`src/rtl/sync_frame_serializer.sv`:
```
// Serial frame transmitter: sync preamble, then payload MSB-first, then a forced-low guard gap.
// One word is accepted per frame through a valid/ready handshake; every output is registered.

`timescale 1ns/1ps

module sync_frame_serializer #(
  parameter int unsigned                  SYNC_WIDTH = 4,
  parameter logic        [SYNC_WIDTH-1:0] SYNC_WORD  = 4'b1101,
  parameter int unsigned                  DATA_WIDTH = 4,
  parameter int unsigned                  GAP_CYCLES = 2
) (
  input  logic                  clk,
  input  logic                  reset,
  input  logic                  tx_valid,
  input  logic [DATA_WIDTH-1:0] tx_data,
  output logic                  tx_ready,
  output logic                  data_out,
  output logic                  busy,
  output logic                  tx_done
);

  localparam int unsigned FrameW = SYNC_WIDTH + DATA_WIDTH;
  localparam int unsigned MaxSd  = (SYNC_WIDTH > DATA_WIDTH) ? SYNC_WIDTH : DATA_WIDTH;
  localparam int unsigned MaxCnt = (MaxSd > GAP_CYCLES) ? MaxSd : GAP_CYCLES;
  localparam int unsigned CntW   = $clog2(MaxCnt + 1);

  // Counter holds the number of cycles left in the current state after this one.
  localparam logic [CntW-1:0] SyncLoad = CntW'(SYNC_WIDTH - 1);
  localparam logic [CntW-1:0] DataLoad = CntW'(DATA_WIDTH - 1);
  localparam logic [CntW-1:0] GapLoad  = CntW'((GAP_CYCLES > 0) ? GAP_CYCLES - 1 : 0);

  typedef enum logic [1:0] {StIdle, StSync, StData, StGap} state_e;

  state_e            state_q;
  logic [FrameW-1:0] frame_q;   // preamble and payload concatenated, shifted out MSB-first
  logic [CntW-1:0]   cnt_q;
  logic              data_out_q;
  logic              tx_ready_q;
  logic              busy_q;
  logic              tx_done_q;

  // Frame sequencer with registered outputs.
  always_ff @(posedge clk or posedge reset) begin
    if (reset) begin
      state_q    <= StIdle;
      frame_q    <= '0;
      cnt_q      <= '0;
      data_out_q <= 1'b0;
      tx_ready_q <= 1'b0;
      busy_q     <= 1'b0;
      tx_done_q  <= 1'b0;
    end else begin
      tx_done_q <= 1'b0;
      unique case (state_q)
        StIdle: begin
          data_out_q <= 1'b0;
          tx_ready_q <= 1'b1;
          busy_q     <= 1'b0;
          if (tx_valid && tx_ready_q) begin
            // First preamble bit goes out on the acceptance edge itself.
            state_q    <= StSync;
            frame_q    <= {SYNC_WORD, tx_data} << 1;
            data_out_q <= SYNC_WORD[SYNC_WIDTH-1];
            cnt_q      <= SyncLoad;
            tx_ready_q <= 1'b0;
            busy_q     <= 1'b1;
          end
        end
        StSync: begin
          data_out_q <= frame_q[FrameW-1];
          frame_q    <= frame_q << 1;
          if (cnt_q == '0) begin
            state_q <= StData;
            cnt_q   <= DataLoad;
          end else begin
            cnt_q <= cnt_q - CntW'(1);
          end
        end
        StData: begin
          if (cnt_q == '0) begin
            data_out_q <= 1'b0;
            tx_done_q  <= 1'b1;
            if (GAP_CYCLES > 0) begin
              state_q <= StGap;
              cnt_q   <= GapLoad;
            end else begin
              state_q    <= StIdle;
              tx_ready_q <= 1'b1;
              busy_q     <= 1'b0;
            end
          end else begin
            data_out_q <= frame_q[FrameW-1];
            frame_q    <= frame_q << 1;
            cnt_q      <= cnt_q - CntW'(1);
          end
        end
        StGap: begin
          data_out_q <= 1'b0;
          if (cnt_q == '0) begin
            state_q    <= StIdle;
            tx_ready_q <= 1'b1;
            busy_q     <= 1'b0;
          end else begin
            cnt_q <= cnt_q - CntW'(1);
          end
        end
        default: begin
          state_q    <= StIdle;
          data_out_q <= 1'b0;
          tx_ready_q <= 1'b0;
          busy_q     <= 1'b0;
        end
      endcase
    end
  end

  assign tx_ready = tx_ready_q;
  assign data_out = data_out_q;
  assign busy     = busy_q;
  assign tx_done  = tx_done_q;

endmodule

```
`config.mk`:
```
export PLATFORM = sky130hd
export DESIGN_NAME = sync_frame_serializer
export DESIGN_NICKNAME = d
export VERILOG_FILES = /design/src/rtl/sync_frame_serializer.sv
export SDC_FILE = /design/constraint.sdc
export NUM_CORES = 1
export LEC_CHECK = 0
export BUFFER_PORTS_ARGS = -buffer_cell sky130_fd_sc_hd__buf_2
export CORE_MARGIN = 4
export CORE_UTILIZATION = 63
export CTS_BUF_LIST = sky130_fd_sc_hd__clkbuf_2
export DETAILED_ROUTE_END_ITERATION = 10
export MAX_ROUTING_LAYER = met4
export PLACE_DENSITY = 0.85
export SKIP_CTS_REPAIR_TIMING = 1
export SLEW_MARGIN = 10
export SYNTH_ARGS = -nofsm -noshare
export SYNTH_HDL_FRONTEND = slang
export SYNTH_SLANG_ARGS = --single-unit
```
`constraint.sdc`:
```
create_clock -name clk -period 2.7 [get_ports clk]
set_input_delay 0.135 -clock clk [delete_from_list [all_inputs] [get_ports clk]]
set_output_delay 0.135 -clock clk [all_outputs]
set_load 0.05 [all_outputs]
```
---- Word-level counts from Yosys, hierarchy flattened ----
Index checks and enable logic that the tools add are counted.
storage, ports and cells
  output and inout port bits .............. 4
  word-level logic and storage cells ...... 49
  bits in registers ....................... 17
cells by class
  add/subtract/negate cells ............... 1
  eq/ne operators ......................... 9
  multiplexer cells ....................... 23
  reduce and logical (&&, ||, !) cells .... 9
operators with widths
  operator                                                            number
  8-bit one-hot mux with 3 select lines                               1
  8-bit 2-to-1 mux                                                    2
  3-bit 2-to-1 mux                                                    4
  2-bit inequality test, second input constant                        6
  3-bit one-hot mux with 4 select lines                               1
  2-bit 2-to-1 mux                                                    4
  2-bit one-hot mux with 4 select lines                               1
  1-bit 2-to-1 mux                                                    7
  2-bit == test, second input constant                                2
  1-bit one-hot mux with 2 select lines                               2
  1-bit one-hot mux with 4 select lines                               1
  2-bit AND reduction                                                 2
  4-bit AND reduction                                                 1
  3-bit zero test                                                     1
  3-bit AND reduction                                                 1
  3-bit nonzero test                                                  1
  3-bit by 1-bit subtractor with 3-bit output, second input constant  1
  2-bit by 1-bit == test with 1-bit output, second input constant     1
  2-bit zero test                                                     1
  2-bit nonzero test                                                  1
  1-bit logical AND                                                   1

---- Depth between registers and ports, before layout ----
  word-level depth ........................ 3
  gate-level depth with buffers ........... 6
  mapped depth without buffers ............ 5

---- Worst setup path after synthesis ----
OpenSTA, ideal clock, no wires.
  path kind ............................... reg2reg
  start ................................... register tx_ready_q, in the netlist tx_ready
  end ..................................... register frame_q[1]
  setup time .............................. 0.125 ns
  path buffers ............................ 0
  clock period less this slack ............ 1.791 ns
  stages on the path, launching flop included .. 4
  slack ................................... 0.909 ns
  data arrival time ....................... 1.666 ns
  data required time ...................... 2.575 ns
  path through ............................ dfrtp_1 a21boi_0 a211oi_4 mux2_2
on the way
  longest elaborated chain between the ends .. 3
ends and longest elaborated chain
  item                                    RTL line  RTL
  start, declared                         38        logic tx_ready_q;
  start signal, assigned                  49        tx_ready_q <= 1'b0;
  start signal, assigned                  57        tx_ready_q <= 1'b1;
  start signal, assigned                  65        tx_ready_q <= 1'b0;
  1-bit logical AND                       59        if (tx_valid && tx_ready_q) begin
  2-bit inequality test (no source line)  n/a
  3-bit AND reduction (no source line)    n/a
  end signal, assigned                    62        frame_q <= {SYNC_WORD, tx_data} << 1;
  end signal, assigned                    71        frame_q <= frame_q << 1;
  end signal, assigned                    93        frame_q <= frame_q << 1;
  end, declared                           35        logic [FrameW-1:0] frame_q;
No other way between the ends.
A chain may end at the register's enable or synchronous reset.

---- Worst setup path in the final report ----
  start ................................... register state_q[0]
  end ..................................... register frame_q[4]
on the way
  longest elaborated chain between the ends .. 3
ends and longest elaborated chain
  item                                                                          RTL line  RTL
  start, declared                                                               34        state_e state_q;
  start signal, assigned                                                        45        state_q <= StIdle;
  start signal, assigned                                                        61        state_q <= StSync;
  start signal, assigned                                                        73        state_q <= StData;
  2-bit == test (tied with other cells)                                         54        unique case (state_q)
  2-bit inequality test (no source line) or 3-bit nonzero test (tied branches)  n/a
  3-bit AND reduction (no source line)                                          n/a
Parallel ways exist; a longest one is shown, timed or not.

==> metrics <==
status complete, no violations; routed wire length per instance approximately 15 um; Die H 45.2 um; global-route wire length before repair 2620 um; Slowest Stage Delay on Critical Path 0.43 ns; antenna violations before repair 0; drt pass-1 iters 4; clock slew at reported path FFs 0.15 ns; crit path cell chain inv_1 > ha_1 > nor3_1 > a211oi_4 > mux2_2; CP arrival 2.14 ns; initial core utilization 66.8%; num rows 13; Skew-Pair Late Insertion Delay ~0.29 ns; HPWL Detailed between 1000 and 1500 um; Via density approximately 6.0; Nets 105; share of cells above drive strength 1 28.6%; Synth Register Bits 16; Synthesized Nets 92; RSZ-0062 raised after global routing no; max_slew headroom about three fifths; required time of the critical path 2.90 ns; Worst Slack Setup Final 0.758 ns; CP max-delay cell dfrtp_1; Yosys cell types 28; final setup vio count 0; drt total wl 1580 um; gpl congestion about 0.76; IO Count 11; sequential-to-total area share from yosys stat 46.0%; final hold violations 0; core footprint 1300 um^2; TNS Setup 0 ns; period utilisation layout 71.9%; Crit Path Class reg -> reg; Antenna Cells 0; CTS tree built; Post-DRT Antenna Nets 0; fin cells 106; die area around 2000 um^2; pin count of the biggest net entering global routing 17; Util after Layout 73.3%; drc violations 0; Crit Path Max Fanout 11; DIE WIDTH 45.2 um; Synth Instances 79; H-tree depth 1; Final min period about 1.9 ns; Via Count 634; YS warnings 0; vias in the first global route 623; total global-route track usage a little under a fifth; Syn Area/Cell 11.0 um^2; Syn Std Cell Area 870 um^2; final max-slew violation count 0; clk root buf clkbuf_2; port buffer count 10; MaxCap Viol Count 0; CTS Buffer Depth 2; placed insts 101; Area Overhead vs Synth 9.64%; cts bufs inserted 3; Critical Path Start Type register; FMAX slightly above 0.5 GHz; critical path capture point type register; pre-CTS WS 0.756 ns; gr ovfl total 0; Clock Sinks 16; HP Class in -> reg; 1st-iter DRT viols 8; Worst Skew 0.00493 ns; Worst Tran Pin Value about 0.63 ns
[path summary, 6_finish.rpt]
path	slack [ns]	cells past startpoint	startpoint	end
worst min-delay path	0.19	3	tx_data[2]	frame_q[3]$_DFFE_PP0P_
worst max register to register	0.76	5	state_q[0]$_DFFE_PP0P_	frame_q[4]$_DFFE_PP0P_
worst min register to register	0.53	1	frame_q[2]$_DFFE_PP0P_	frame_q[2]$_DFFE_PP0P_
max in group asynchronous	1.90	3	reset	cnt_q[1]$_DFFE_PP0P_
min in group asynchronous	0.42	3	reset	data_out$_DFF_PP0_
worst max-delay path	0.76	5	state_q[0]$_DFFE_PP0P_	frame_q[4]$_DFFE_PP0P_
[placed cells by master, fill, tap and decap left out, drive strengths merged, types with 2 or more instances in the layout]
cell and instances:
o21ai 3, nand2 3, clkbuf 3, mux2 10, ha 6, nor3 3, a21oi 6, nor2b 3
inv 6, nand2b 2, dfrtp 16, nor2 3, buf 10
[sequential cells by signal, summed over array words and instances (netlist names)]
name      flops
state_q       2
data_out      1
busy          1
cnt_q         3
frame_q       7
tx_done       1
tx_ready      1
[worst max-delay path: cells and delay by family, from the launching register on]
kind | cells | cell delay [ns]
mux | 1 | 0.39
buf+inv | 1 | 0.11
compound gates | 1 | 0.42
simple gates | 1 | 0.13
flops | 1 | 0.43
fa+ha+maj | 1 | 0.37
[stage by stage]
step                area (um^2)  hold WS [ns]
global placement            925         0.218
global route                953         0.191
floorplan                   870        0.0487
CTS                         943        -0.103
finish                      953         0.187
detailed placement          925         0.232
[area by class of cell]
| cell class | count | area (um^2) |
|---|---|---|
| Clock buffer | 3 | 15.0 |
| Clock inverter | 1 | 3.75 |
| Fill cell | 95 | 348 |
| Inverter | 6 | 22.5 |
| Multi-Input combinational cell | 54 | 433 |
| Sequential cell | 16 | 400 |
| Tap cell | 15 | 18.8 |
| Timing Repair Buffer | 11 | 60.1 |
[synth_stat cells]
| cell type | number | area share (%) |
|---|---|---|
| a211oi_4 | 1 | 2.3 |
| mux2_2 | 10 | 13 |
| a21bo_2 | 1 | 1.2 |
| a21o_1 | 1 | 0.86 |
| buf_1 | 1 | 0.43 |
| ha_1 | 6 | 8.6 |
| nor3_1 | 3 | 1.7 |
| o21a_1 | 1 | 0.86 |
| o22a_1 | 1 | 1.0 |
| inv_1 | 6 | 2.6 |
| nand2_1 | 3 | 1.3 |
| nor2_1 | 3 | 1.3 |
| dfrtp_1 | 16 | 46 |
| buf_2 | 2 | 1.2 |
| o31ai_1 | 1 | 0.86 |
| a21boi_0 | 1 | 0.86 |
| nand3_1 | 1 | 0.57 |
| nor4_1 | 1 | 0.72 |
| nor2b_1 | 3 | 2.2 |
| a21oi_1 | 6 | 3.5 |
| or2b_1 | 1 | 0.86 |
| nor3b_1 | 1 | 0.86 |
| o21ai_0 | 3 | 1.7 |
| o32a_1 | 1 | 1.2 |
| and2_2 | 1 | 0.86 |
| nand2b_1 | 2 | 1.4 |
| o2bb2ai_1 | 1 | 1.0 |
| mux2i_1 | 1 | 1.2 |
[routing by layer]
layer	up-vias	wire, um	track usage [%]
met2	18	820	29.4
met4	0	41	10.5
li1	299	-	-
met3	7	70	5.58
met1	310	647	20.7
met5	-	0	-
[cells by family (layout without fill, tap and decap cells)]
| logic type | after synthesis | count (layout) | synth area share [%] |
|---|---|---|---|
| and+or+nand+nor | 19 | 19 | 11.8 |
| DFF | 16 | 16 | 46.0 |
| adders and majority gates | 6 | 6 | 8.63 |
| muxes | 11 | 11 | 14.1 |
| buffers and inverters | 9 | 21 | 4.17 |
| AOI/OAI and AO/OA | 18 | 18 | 15.3 |
Power is not shown: default switching activity piles up to over one toggle a cycle in this logic, so the estimate is an artifact.
